`src/rtl/puf_chall_seq.sv`:
```
// Challenge sequencer for a single-bit PUF evaluator: LFSR challenges, one evaluation per bit, packed response.
// Per bit CLR_CYC+1+k+1 cycles (k = finish delay after enable); no backpressure, a hung bit times out and sets err.
module puf_chall_seq #(
  parameter int N_BITS  = 16,
  parameter int CLR_CYC = 2,
  parameter int TIMEOUT = 4096,
  parameter int IDX_W   = $clog2(N_BITS),
  parameter int TMO_W   = $clog2(TIMEOUT)
) (
  input  logic              clk,
  input  logic              rst_n,
  input  logic              start,
  input  logic              abort,
  input  logic [7:0]        seed,
  input  logic              puf_resp,
  input  logic              puf_finish,
  output logic [7:0]        chall,
  output logic              puf_en,
  output logic              puf_rst,
  output logic [N_BITS-1:0] resp_word,
  output logic              resp_valid,
  output logic              busy,
  output logic              done,
  output logic              err
);

  localparam int CLR_W = (CLR_CYC > 1) ? $clog2(CLR_CYC) : 1;

  typedef enum logic [2:0] {
    S_IDLE,
    S_CLR,
    S_ARM,
    S_WAIT,
    S_NEXT,
    S_DONE
  } state_t;

  state_t            state_q, state_d;
  logic [7:0]        lfsr_q, lfsr_d;
  logic [IDX_W-1:0]  idx_q, idx_d;
  logic [TMO_W-1:0]  tmo_q, tmo_d;
  logic [CLR_W-1:0]  clr_q, clr_d;
  logic [N_BITS-1:0] resp_q, resp_d;
  logic              vld_q, vld_d;
  logic              err_q, err_d;

  function automatic logic [7:0] lfsr_step(input logic [7:0] v);
    return (v >> 1) ^ (v[0] ? 8'hB8 : 8'h00);
  endfunction

  always_comb begin
    state_d = state_q;
    lfsr_d  = lfsr_q;
    idx_d   = idx_q;
    tmo_d   = tmo_q;
    clr_d   = clr_q;
    resp_d  = resp_q;
    vld_d   = vld_q;
    err_d   = err_q;
    puf_en  = 1'b0;
    puf_rst = 1'b1;
    done    = 1'b0;
    busy    = (state_q != S_IDLE);

    case (state_q)
      S_IDLE: begin
        if (start) begin
          // An all-zero seed would lock the LFSR at zero forever.
          lfsr_d  = (seed == 8'h00) ? 8'h01 : seed;
          idx_d   = '0;
          resp_d  = '0;
          vld_d   = 1'b0;
          err_d   = 1'b0;
          clr_d   = '0;
          state_d = S_CLR;
        end
      end
      S_CLR: begin
        if (clr_q == CLR_W'(CLR_CYC - 1)) begin
          clr_d   = '0;
          state_d = S_ARM;
        end else begin
          clr_d = clr_q + 1'b1;
        end
      end
      S_ARM: begin
        puf_rst = 1'b0;
        puf_en  = 1'b1;
        tmo_d   = '0;
        state_d = S_WAIT;
      end
      S_WAIT: begin
        puf_rst = 1'b0;
        tmo_d   = tmo_q + 1'b1;
        if (puf_finish) begin
          resp_d[idx_q] = puf_resp;
          state_d       = S_NEXT;
        end else if (tmo_q == TMO_W'(TIMEOUT - 1)) begin
          resp_d[idx_q] = 1'b0;
          err_d         = 1'b1;
          state_d       = S_NEXT;
        end
      end
      S_NEXT: begin
        if (idx_q == IDX_W'(N_BITS - 1)) begin
          state_d = S_DONE;
        end else begin
          idx_d   = idx_q + 1'b1;
          lfsr_d  = lfsr_step(lfsr_q);
          clr_d   = '0;
          state_d = S_CLR;
        end
      end
      S_DONE: begin
        done    = 1'b1;
        vld_d   = 1'b1;
        state_d = S_IDLE;
      end
      default: state_d = S_IDLE;
    endcase

    // Abort overrides everything, including a start seen in IDLE.
    if (abort) begin
      state_d = S_IDLE;
      lfsr_d  = lfsr_q;
      idx_d   = idx_q;
      resp_d  = resp_q;
      err_d   = err_q;
      vld_d   = 1'b0;
    end
  end

  always_ff @(posedge clk or negedge rst_n) begin
    if (!rst_n) begin
      state_q <= S_IDLE;
      lfsr_q  <= 8'h01;
      idx_q   <= '0;
      tmo_q   <= '0;
      clr_q   <= '0;
      resp_q  <= '0;
      vld_q   <= 1'b0;
      err_q   <= 1'b0;
    end else begin
      state_q <= state_d;
      lfsr_q  <= lfsr_d;
      idx_q   <= idx_d;
      tmo_q   <= tmo_d;
      clr_q   <= clr_d;
      resp_q  <= resp_d;
      vld_q   <= vld_d;
      err_q   <= err_d;
    end
  end

  assign chall      = lfsr_q;
  assign resp_word  = resp_q;
  assign resp_valid = vld_q;
  assign err        = err_q;

endmodule

```
`config.mk`:
```
export PLATFORM = sky130hd
export DESIGN_NAME = puf_chall_seq
export DESIGN_NICKNAME = d
export VERILOG_FILES = /design/src/rtl/puf_chall_seq.sv
export SDC_FILE = /design/constraint.sdc
export NUM_CORES = 1
export LEC_CHECK = 0
export BUFFER_PORTS_ARGS = -buffer_cell sky130_fd_sc_hd__buf_2
export CORE_MARGIN = 2
export CORE_UTILIZATION = 40
export CTS_CLUSTER_DIAMETER = 80
export DETAILED_ROUTE_END_ITERATION = 8
export PLACE_DENSITY = 0.61
export SYNTH_ARGS = -nofsm -noshare
export SYNTH_HDL_FRONTEND = slang
export SYNTH_SLANG_ARGS = --single-unit
```
`constraint.sdc`:
```
create_clock -name clk -period 2.9 [get_ports clk]
set_input_delay 0.145 -clock clk [delete_from_list [all_inputs] [get_ports clk]]
set_output_delay 0.145 -clock clk [all_outputs]
set_load 0.05 [all_outputs]
```
; ---- After elaboration in Yosys (flattened, before gate mapping)
; Cells that the tools add are included.
[totals]
regBits = 46
wordCells = 83
[op_classes]
add_sub_neg = 3
order_cmp = 2
eq_ne = 15
n_mux = 35
bitwise_logic = 4
reduce_logical = 16
[ops]
columns = operator, n
row1 = two-way mux 16 bit, 3
row2 = two-way mux 8 bit, 4
row3 = case mux 16 bit (2 select lines), 1
row4 = case mux 12 bit (2 select lines), 1
row5 = two-way mux 3 bit, 6
row6 = AND 16 bit, 1
row7 = bitwise mux 16 bit, 1
row8 = inverter 16 bit, 1
row9 = case mux 8 bit (2 select lines), 1
row10 = case mux 3 bit (5 select lines), 1
row11 = "adder 12 x 1 -> 12 bit, second input constant", 1
row12 = "equality test 12 bit, second input constant", 1
row13 = two-way mux 1 bit, 10
row14 = "!= test 3 bit, second input constant", 3
row15 = nonzero test 3 bit, 3
row16 = zero test 8 bit, 1
row17 = two-way mux 4 bit, 2
row18 = "!= test 2 bit, second input constant", 4
row19 = case mux 4 bit (2 select lines), 1
row20 = AND reduction 4 bit, 2
row21 = bitwise XOR 7 x 8 -> 8 bit, 1
row22 = "equality test 3 x 2 -> 1 bit, second input constant", 2
row23 = "equality test 3 bit, second input constant", 2
row24 = AND reduction 3 bit, 2
row25 = 17 further kinds, 20

; ---- Logic depth before layout (Yosys ltp)
; Gate-level depths: netlist (run 1).
[depth]
ltp_word = 9
depth_mapped = 8

; ---- Worst setup path after synthesis (run 1)
; OpenSTA, ideal clock, no wires.
[synth_path]
path_type = reg2out
from = register state_q[1]
to = output puf_en
arrival_time_ns = 1.845
t_required_ns = 2.755
setup_slack_ns = 0.910
path_stages_with_launch = 5
n_path_buf = 2
path_cell_list = dfrtp_1 > buf_2 > nand2b_1 > clkbuf_1 > nor2_1
[synth_between]
elab_chain_len = 2
[synth_lines]
columns = item, line
row1 = from (decl), 38  ; state_t state_q, state_d;
row2 = from (signal assigned), 144  ; state_q <= state_d;
row3 = equality test 3 x 2 -> 1 bit, 65  ; case (state_q)
row4 = two-way mux 1 bit, 65
row5 = to (decl), 18  ; output logic puf_en,
; No other way between the ends.

; ---- Worst setup path in the final report (run 1)
[layout_path]
from = register state_q[0]
to = register resp_q[7], in the netlist resp_word[7]
[layout_between]
elab_chain_len = 3
[layout_lines]
columns = item, line
row1 = equality test 3 x 2 -> 1 bit / zero test 3 bit (equally long branches), 65
row2 = "!= test 3 bit (no line), or another cell as far along", --
row3 = AND reduction 4 bit (no line), --
row4 = to (signal assigned), 149  ; resp_q <= resp_d;
row5 = to (decl), 43  ; logic [N_BITS-1:0] resp_q, resp_d;
; Parallel ways exist; a longest one is shown, timed or not.
; A chain may end at the register's enable or synchronous reset.

==> impl_metrics.ini, run 1 <==
[clock_network]
cts_hold_buffers = 0
insertion_delay_ns = 0.31
cts_buffers = 5
cts.sinks = 46
ctsResizeCount = 0
cts_htree_levels = 2
cts_root_buffer = clkbuf_8
post_cts.repair.setup_buffers = 0
clk_path_buf_depth = 2
clkTransAtPathRegs_ns = 0.09
cts_tree = built

[global_route]
antenna_found_initial = 0
grt_remaining_overflow = 0
grt_pass1_wl_mm = 9.522
grt_pass1_vias = 1989
grt_usage = 0.1659
grt_max_degree = 47

[pwr]
power_density_mw_per_mm2 = 566.4
leakagePower_nw = 1.425
irDropWorstVdd_v = 0.0002741

[place]
dpl-instance-area_mm2 = 0.002801
place_ws_ns = 0.7335
hpwl_mm = 3.903
io_buffers = 43
gp_congestion = 0.7996

[finish]
final_common_cell = nand2_1
final_cell_mix = nand2_1, dfrtp_1, buf_2
design_area_mm2 = 0.002918
diodes = 0
drive_gt1_frac = 0.1884
synthToLayoutAreaGrowth_pct = 14.37
post-route-util = 0.4675
fin_nets = 347

[sta]
worst_slack_ns = 0.7255
hold_viol_final = 0
min_period_ns = 2.174
setup_violations = 0
finalSetupTns_ns = 0
fin_crit_sh = 0.7498
drv_slew = 0
hold_ws_ns = 0.01951
tightest_slew_ns = 1.030
relSlewSlack = 0.3135
fin_skew_ns = 0.008835
rsz0062_at_grt = no
fmax_ghz = 0.4599

[routing]
drc_errors = 0
num_vias = 2160
drtIter0Drc = 109
wire_per_inst_um = 13.74
routed_wl_mm = 5.577
drt-pass1-iter-count = 4
antenna_left = 0
vias_per_cell = 5.320

[synthesis]
synth_area_mm2 = 0.002551
ys.warnings.count = 0
synth.distinct_cells = 42
ys_seq_area_frac = 0.4517
netlist_instances = 295
avgSynthCellArea_um2 = 8.648
ys_seq_elements = 46
ys.flop_type = dfrtp_1
synth_fp_nets = 314
synth_edf_count = 0
async_flop_share = 1.000

[floorplan]
num_rows = 29
die_h_um = 83.86
io_pins = 44
core_area_mm2 = 0.006241
die_w_um = 83.86
start_util = 0.4088
dieArea_mm2 = 0.007033

[setup_path]
reg2reg_to = resp_word[7]
critical_path_required_ns = 3.10
r2r-start = state_q[0]
startpoint_type = flip-flop
path_class = flip-flop to flip-flop
r2r_cells = 4
worstPathMaxFanout = 16
crit_path_end_kind = flip-flop
crit_arrival_ns = 2.38
r2r_slack_ns = 0.73

[run_status]
outcome = complete, no violations

[min_path]
worst_hold_path_type = input port to async pin

[flow_run]
max_cap_viol_count = 0
-- critical path: stages, from the launching register on --
cell and delay, ns:
dfrtp_1 0.52, or3b_1 0.42, a211o_1 0.51, or3_1 0.42, a32o_1 0.20
-- through the flow --
step / std cells / power [mW]
global placement: 398 / 1.161
CTS: 406 / 1.670
global route: 406 / 1.746
finish: 406 / 1.653
detailed placement: 398 / 1.169
floorplan: 295 / 1.066
-- cells in the mapped netlist (2+ instances only) --
| cell type | instances | area (um^2) |
|---|---|---|
| ha_1 | 5 | 62.56 |
| dfrtp_1 | 45 | 1126 |
| a21oi_1 | 23 | 115.1 |
| nor4_1 | 3 | 18.77 |
| clkbuf_2 | 3 | 15.01 |
| xnor2_1 | 3 | 26.28 |
| a211o_1 | 2 | 17.52 |
| or3_1 | 3 | 18.77 |
| nand3b_1 | 3 | 22.52 |
| buf_2 | 7 | 35.03 |
| nand2_1 | 50 | 187.7 |
| mux2i_1 | 12 | 120.1 |
| nand3_1 | 20 | 100.1 |
| a31o_2 | 2 | 17.52 |
| o31ai_1 | 15 | 112.6 |
| inv_1 | 10 | 37.54 |
| nor3_1 | 7 | 35.03 |
| nor2_1 | 16 | 60.06 |
| nor2b_1 | 2 | 12.51 |
| o21ai_0 | 27 | 135.1 |
| nand4_1 | 2 | 12.51 |
| and3_1 | 5 | 31.28 |
| and2_1 | 2 | 12.51 |
| clkbuf_1 | 10 | 37.54 |
-- state kept, by name, indices dropped and copies added (netlist names) --
name and cells:
resp_valid 1, tmo_q 12, err 1, resp_word 16, idx_q 4, state_q 3, clr_q 1, chall 8
-- how the worst max path moves through the flow --
stage / end / cells past startpoint / from / slack, ns
after global routing: puf_en / 3 / state_q[2] / 0.56
final: resp_word[7] / 4 / state_q[0] / 0.73
after global placement: resp_word[7] / 4 / state_q[0] / 0.76
after CTS: puf_rst / 2 / state_q[2] / 0.71
after detailed placement: resp_word[7] / 4 / state_q[0] / 0.73
after floorplan: puf_en / 4 / state_q[1] / 0.91
-- power by group --
group	internal [mW]	switching, mW	leakage [nW]
Sequential	0.702	0.0761	0.622
Combinational	0.111	0.262	0.744
Clock	0.281	0.219	0.0585
Total	1.09	0.558	1.42
-- routing by layer --
metal,part of all wire,up-vias,wire length [um],GRT usage
li1,-,1103,-,-
met1,0.48,998,2672,0.2273
met2,0.46,46,2572,0.2589
met3,0.040,13,222,0.03264
met4,0.020,0,109,0.06598
met5,0,-,0,0
-- kinds of logic after synthesis --
group / count (synthesis) / synth area share
buf+inv: 31 / 0.05051
compound gates: 78 / 0.1898
fa+ha+maj: 5 / 0.02452
simple gates: 119 / 0.2217
mux: 13 / 0.05150
xor+xnor: 3 / 0.01030
flops: 46 / 0.4517
-- layout make-up --
| cell class | count | area, um^2 |
|---|---|---|
| tap | 77 | 96.34 |
| sequential | 46 | 1152 |
| clock buffer | 7 | 86.33 |
| multi-input combinational | 218 | 1270 |
| fill | 648 | 3323 |
| inverter | 10 | 37.54 |
| timing repair buffer | 47 | 245.2 |
| clock inverter | 1 | 30.03 |
Power figures use the tool's default switching activity.
==> run 2, diff against run 1 <==
==> constraint.sdc (replaced) <==
create_clock -name clk -period 2.1 [get_ports clk]
set_input_delay 0.105 -clock clk [delete_from_list [all_inputs] [get_ports clk]]
set_output_delay 0.105 -clock clk [all_outputs]
set_load 0.05 [all_outputs]
==> impl_metrics.ini, run 2 (synthesis results as in run 1) <==
[run_status]
outcome = complete, no violations

[sta]
rsz0062_at_grt = no
drv_slew = 0
finalSetupTns_ns = 0
hold_viol_final = 0
fin_crit_sh = 0.8879
fmax_ghz = 0.5363
fin_skew_ns = 0.007754
relSlewSlack = 0.6062
min_period_ns = 1.865
tightest_slew_ns = 0.5907
setup_violations = 0

[setup_path]
path_class = flip-flop to output pin
crit_slowest_cell = dfrtp_1
critical_path.startpoint = state_q[2]
critical_path_required_ns = 2.00
crit_path_cell_trace = nand2b_1 -> buf_12 -> buf_2
crit_family = flip-flops
startpoint_type = flip-flop
crit_arrival_ns = 1.76
r2r_slack_ns = 0.34
crit_path_end_kind = output pin
crit_buf_inv = 2
r2r-start = idx_q[0]
slowest_delay_ns = 0.64
worstPathMaxFanout = 17

[floorplan]
dieArea_mm2 = 0.007033
core_area_mm2 = 0.006241
start_util = 0.4088
die_w_um = 83.86
num_rows = 29
die_h_um = 83.86
io_pins = 44

[finish]
design_area_mm2 = 0.003002
final_common_cell = nand2_1
fin_nets = 357
synthToLayoutAreaGrowth_pct = 17.66
layoutNonFillerInstCount = 416
largest_register_ffs = 16
drive_gt1_frac = 0.2124
diodes = 0
final_cell_mix = nand2_1, dfrtp_1, buf_2

[global_route]
grt_pass1_vias = 2108
grt_max_degree = 47
grt_usage = 0.1745
antenna_found_initial = 0
grt_remaining_overflow = 0
grt_pass1_wl_mm = 10.07

[routing]
drc_errors = 0
routed_wl_mm = 5.810
antenna_left = 0
vias_per_cell = 5.409
drtIter0Drc = 104
drt-pass1-iter-count = 4
num_vias = 2250
wire_per_inst_um = 13.97

[pwr]
leakagePower_nw = 1.478
p_total_mw = 2.237
irDropWorstVdd_v = 0.0004504
power_density_mw_per_mm2 = 745.2

[place]
io_buffers = 43
gp_congestion = 0.7736
dpl-instance-area_mm2 = 0.002882
dp.cells = 407
hpwl_mm = 4.079

[clock_network]
clk_path_buf_depth = 2
cts_root_buffer = clkbuf_8
clkTransAtPathRegs_ns = 0.08
insertion_delay_ns = 0.30
cts_htree_levels = 2
cts_tree = built
ctsResizeCount = 0
cts_buffers = 5
cts.sinks = 46

[min_path]
worstHoldStart = abort
worst_hold_path_type = input port to flip-flop

[flow_run]
max_cap_viol_count = 0
==> run 2: cell count changes in the layout (fill, tap and decap cells not counted) <==
cell,delta
buf_12,+1
clkbuf_8,+2
clkbuf_1,-1
buf_4,+8
dlygate4sd3_1,+1
bufinv_16,-1
==> run 2: repair_timing <==
item	in CTS	in global routing
hold buffers	1	0
setup buffers	0	0
endpoints found under the setup margin	0	0
endpoints found under the hold margin	45	0
==> run 2: metal layers <==
metal,share of wire,track usage,wire (um),vias to the layer above
met3,0.041,0.03462,237,5
met1,0.47,0.2390,2758,1060
met2,0.47,0.2829,2758,51
met5,0,0,0,-
met4,0.0096,0.04839,56,0
li1,-,-,-,1134
==> run 2: final cells by class <==
cell class	instances	area (um^2)
repair buffers	57	335.3
fillers	629	3239
flip-flops and latches	46	1152
well taps	77	96.34
inverters	10	37.54
multi-input cells	218	1270
clock buffers	8	110.1
==> run 2: stage by stage <==
stage,utilization,hold WS [ns],setup slack (ns)
global placement,0.4617,0.2383,0.3590
floorplan,-,-0.1906,0.1501
CTS,0.4810,0.05433,0.2097
global route,0.4810,0.05978,0.1278
finish,0.4810,0.06499,0.2353
detailed placement,0.4617,0.2367,0.3431
==> run 2: path summary, 6_finish.rpt <==
kind	to	cells past startpoint
max	puf_rst	3
min	state_q[2]	2
max reg2reg	chall[0]	4
min reg2reg	resp_word[10]	2
max in group asynchronous	resp_word[1]	3
min in group asynchronous	tmo_q[10]	3
==> run 2: power breakdown <==
group	switching (mW)	internal [mW]
Clock	0.289	0.332
Combinational	0.381	0.176
Sequential	0.0889	0.970
Total	0.759	1.48
==> run 3, diff against run 2 <==
==> constraint.sdc (replaced) <==
create_clock -name clk -period 2.1 [get_ports clk]
set_input_delay 0.315 -clock clk [delete_from_list [all_inputs] [get_ports clk]]
set_output_delay 0.315 -clock clk [all_outputs]
set_load 0.05 [all_outputs]
==> impl_metrics.ini, run 3 (synthesis results as in run 1) <==
[floorplan]
die_h_um = 83.86
dieArea_mm2 = 0.007033
num_rows = 29
io_pins = 44
start_util = 0.4088
core_area_mm2 = 0.006241
die_w_um = 83.86

[flow_run]
max_cap_viol_count = 0

[finish]
largest_register_ffs = 16
final_common_cell = nand2_1
synthToLayoutAreaGrowth_pct = 16.28
fin_nets = 356
post-route-util = 0.4753
final_cell_mix = nand2_1, dfrtp_1, buf_2
drive_gt1_frac = 0.2101
diodes = 0

[setup_path]
reg2reg_to = resp_word[8]
slowest_delay_ns = 0.55
crit_family = flip-flops
crit_buf_inv = 1
r2r_cells = 5
worstPathMaxFanout = 17
startpoint_type = flip-flop
crit_path_end_kind = output pin
r2r_slack_ns = 0.26
critical_path_required_ns = 1.78
crit_arrival_ns = 1.58
crit_slowest_cell = dfrtp_1
crit_path_cell_trace = nand2b_2 -> nor2_2 -> buf_2
path_class = flip-flop to output pin
r2r-start = state_q[0]

[sta]
hold_viol_final = 17
rsz0062_at_grt = no
setup_violations = 0
fin_skew_ns = 0.005178
drv_slew = 0
finalSetupTns_ns = 0
worst_slack_ns = 0.2061
hold_ws_ns = -0.006393
relSlewSlack = 0.6036
fin_crit_sh = 0.9018
min_period_ns = 1.894
tightest_slew_ns = 0.5934
fmax_ghz = 0.5280

[place]
hpwl_mm = 4.159
gp_congestion = 0.7447
io_buffers = 43
place_ws_ns = 0.2783

[global_route]
grt_max_degree = 26
grt_usage = 0.1741
antenna_found_initial = 0
grt_pass1_vias = 2057
grt_remaining_overflow = 0
grt_pass1_wl_mm = 9.963

[clock_network]
post_cts.repair.setup_buffers = 0
cts_htree_levels = 2
cts.sinks = 46
cts_root_buffer = clkbuf_8
cts_buffers = 5
clk_path_buf_depth = 2
cts_tree = built
clkTransAtPathRegs_ns = 0.09
insertion_delay_ns = 0.30

[pwr]
pwr-share-seq = 0.496
irDropWorstVdd_v = 0.0004706
p_comb_frac = 0.255
swShare = 0.3565
p_clk_frac = 0.248
p_sw_uw = 764.1
p_int_mw = 1.379
power_density_mw_per_mm2 = 722.5
leakagePower_nw = 1.454

[routing]
vias_per_cell = 5.349
drtIter0Drc = 104
drc_errors = 0
wire_per_inst_um = 14.01
num_vias = 2220
antenna_left = 0
drt-pass1-iter-count = 4
routed_wl_mm = 5.814

[min_path]
worst_hold_path_type = input port to async pin

[run_status]
violations = hold timing
outcome = finished, violations left
run 3: changes by cell type in the layout (fill, tap and decap cells not counted):
cell	delta
nor2_1	-1
clkbuf_8	-3
nand2b_1	-1
nor2_2	+1
dlygate4sd3_1	-1
nand2b_2	+1
clkbuf_1	+3
run 3: metrics by stage:
step | instances | power, mW | cell area [um^2]
2_1_floorplan | 295 | 1.473 | 2554
6_report | 415 | 2.143 | 2967
5_1_grt | 415 | 2.275 | 2967
4_1_cts | 415 | 2.174 | 2964
3_5_place_dp | 407 | 1.633 | 2884
3_3_place_gp | 407 | 1.626 | 2884
run 3: how the worst max path moves through the flow:
stage               startpoint           end  cells past startpoint
floorplan           state_q[1]        puf_en                      4
global placement    state_q[0]  resp_word[7]                      4
detailed placement  state_q[0]  resp_word[7]                      4
CTS                 state_q[2]       puf_rst                      2
global route        state_q[2]        puf_en                      3
finish              state_q[2]        puf_en                      3
run 3: power by group through the flow:
stage	Clock (mW)	Combinational, mW	Sequential (mW)
after floorplan	0	0.257	1.22
after global placement	0	0.546	1.08
after detailed placement	0	0.550	1.08
after CTS	0.556	0.553	1.06
after global routing	0.594	0.599	1.08
final	0.532	0.547	1.06
run 3: timing repair:
item,4_1_cts,5_1_grt
hold endpoints to repair,0,0
hold buffers,0,0
resized for setup,0,1
setup endpoints to repair,0,1
run 3: cell type report:
cell class	count	area [um^2]
inverters	10	37.54
flip-flops and latches	46	1152
clock buffers	8	80.08
well taps	77	96.34
repair buffers	56	325.3
multi-input cells	218	1275
fillers	639	3274
run 3: metal layers:
| metal | wire length (um) | up-vias | global-route usage |
|---|---|---|---|
| met1 | 2742 | 1047 | 0.2297 |
| met5 | 0 | - | 0 |
| met4 | 91 | 0 | 0.06598 |
| met2 | 2731 | 39 | 0.2778 |
| li1 | - | 1128 | - |
| met3 | 248 | 6 | 0.04154 |
run 3: worst register-to-register path, delay by kind of cell (launching register included):
family          cells  cell delay [ns]
simple gates        2             0.48
flops               1             0.47
compound gates      2             0.59
buf+inv             1             0.20
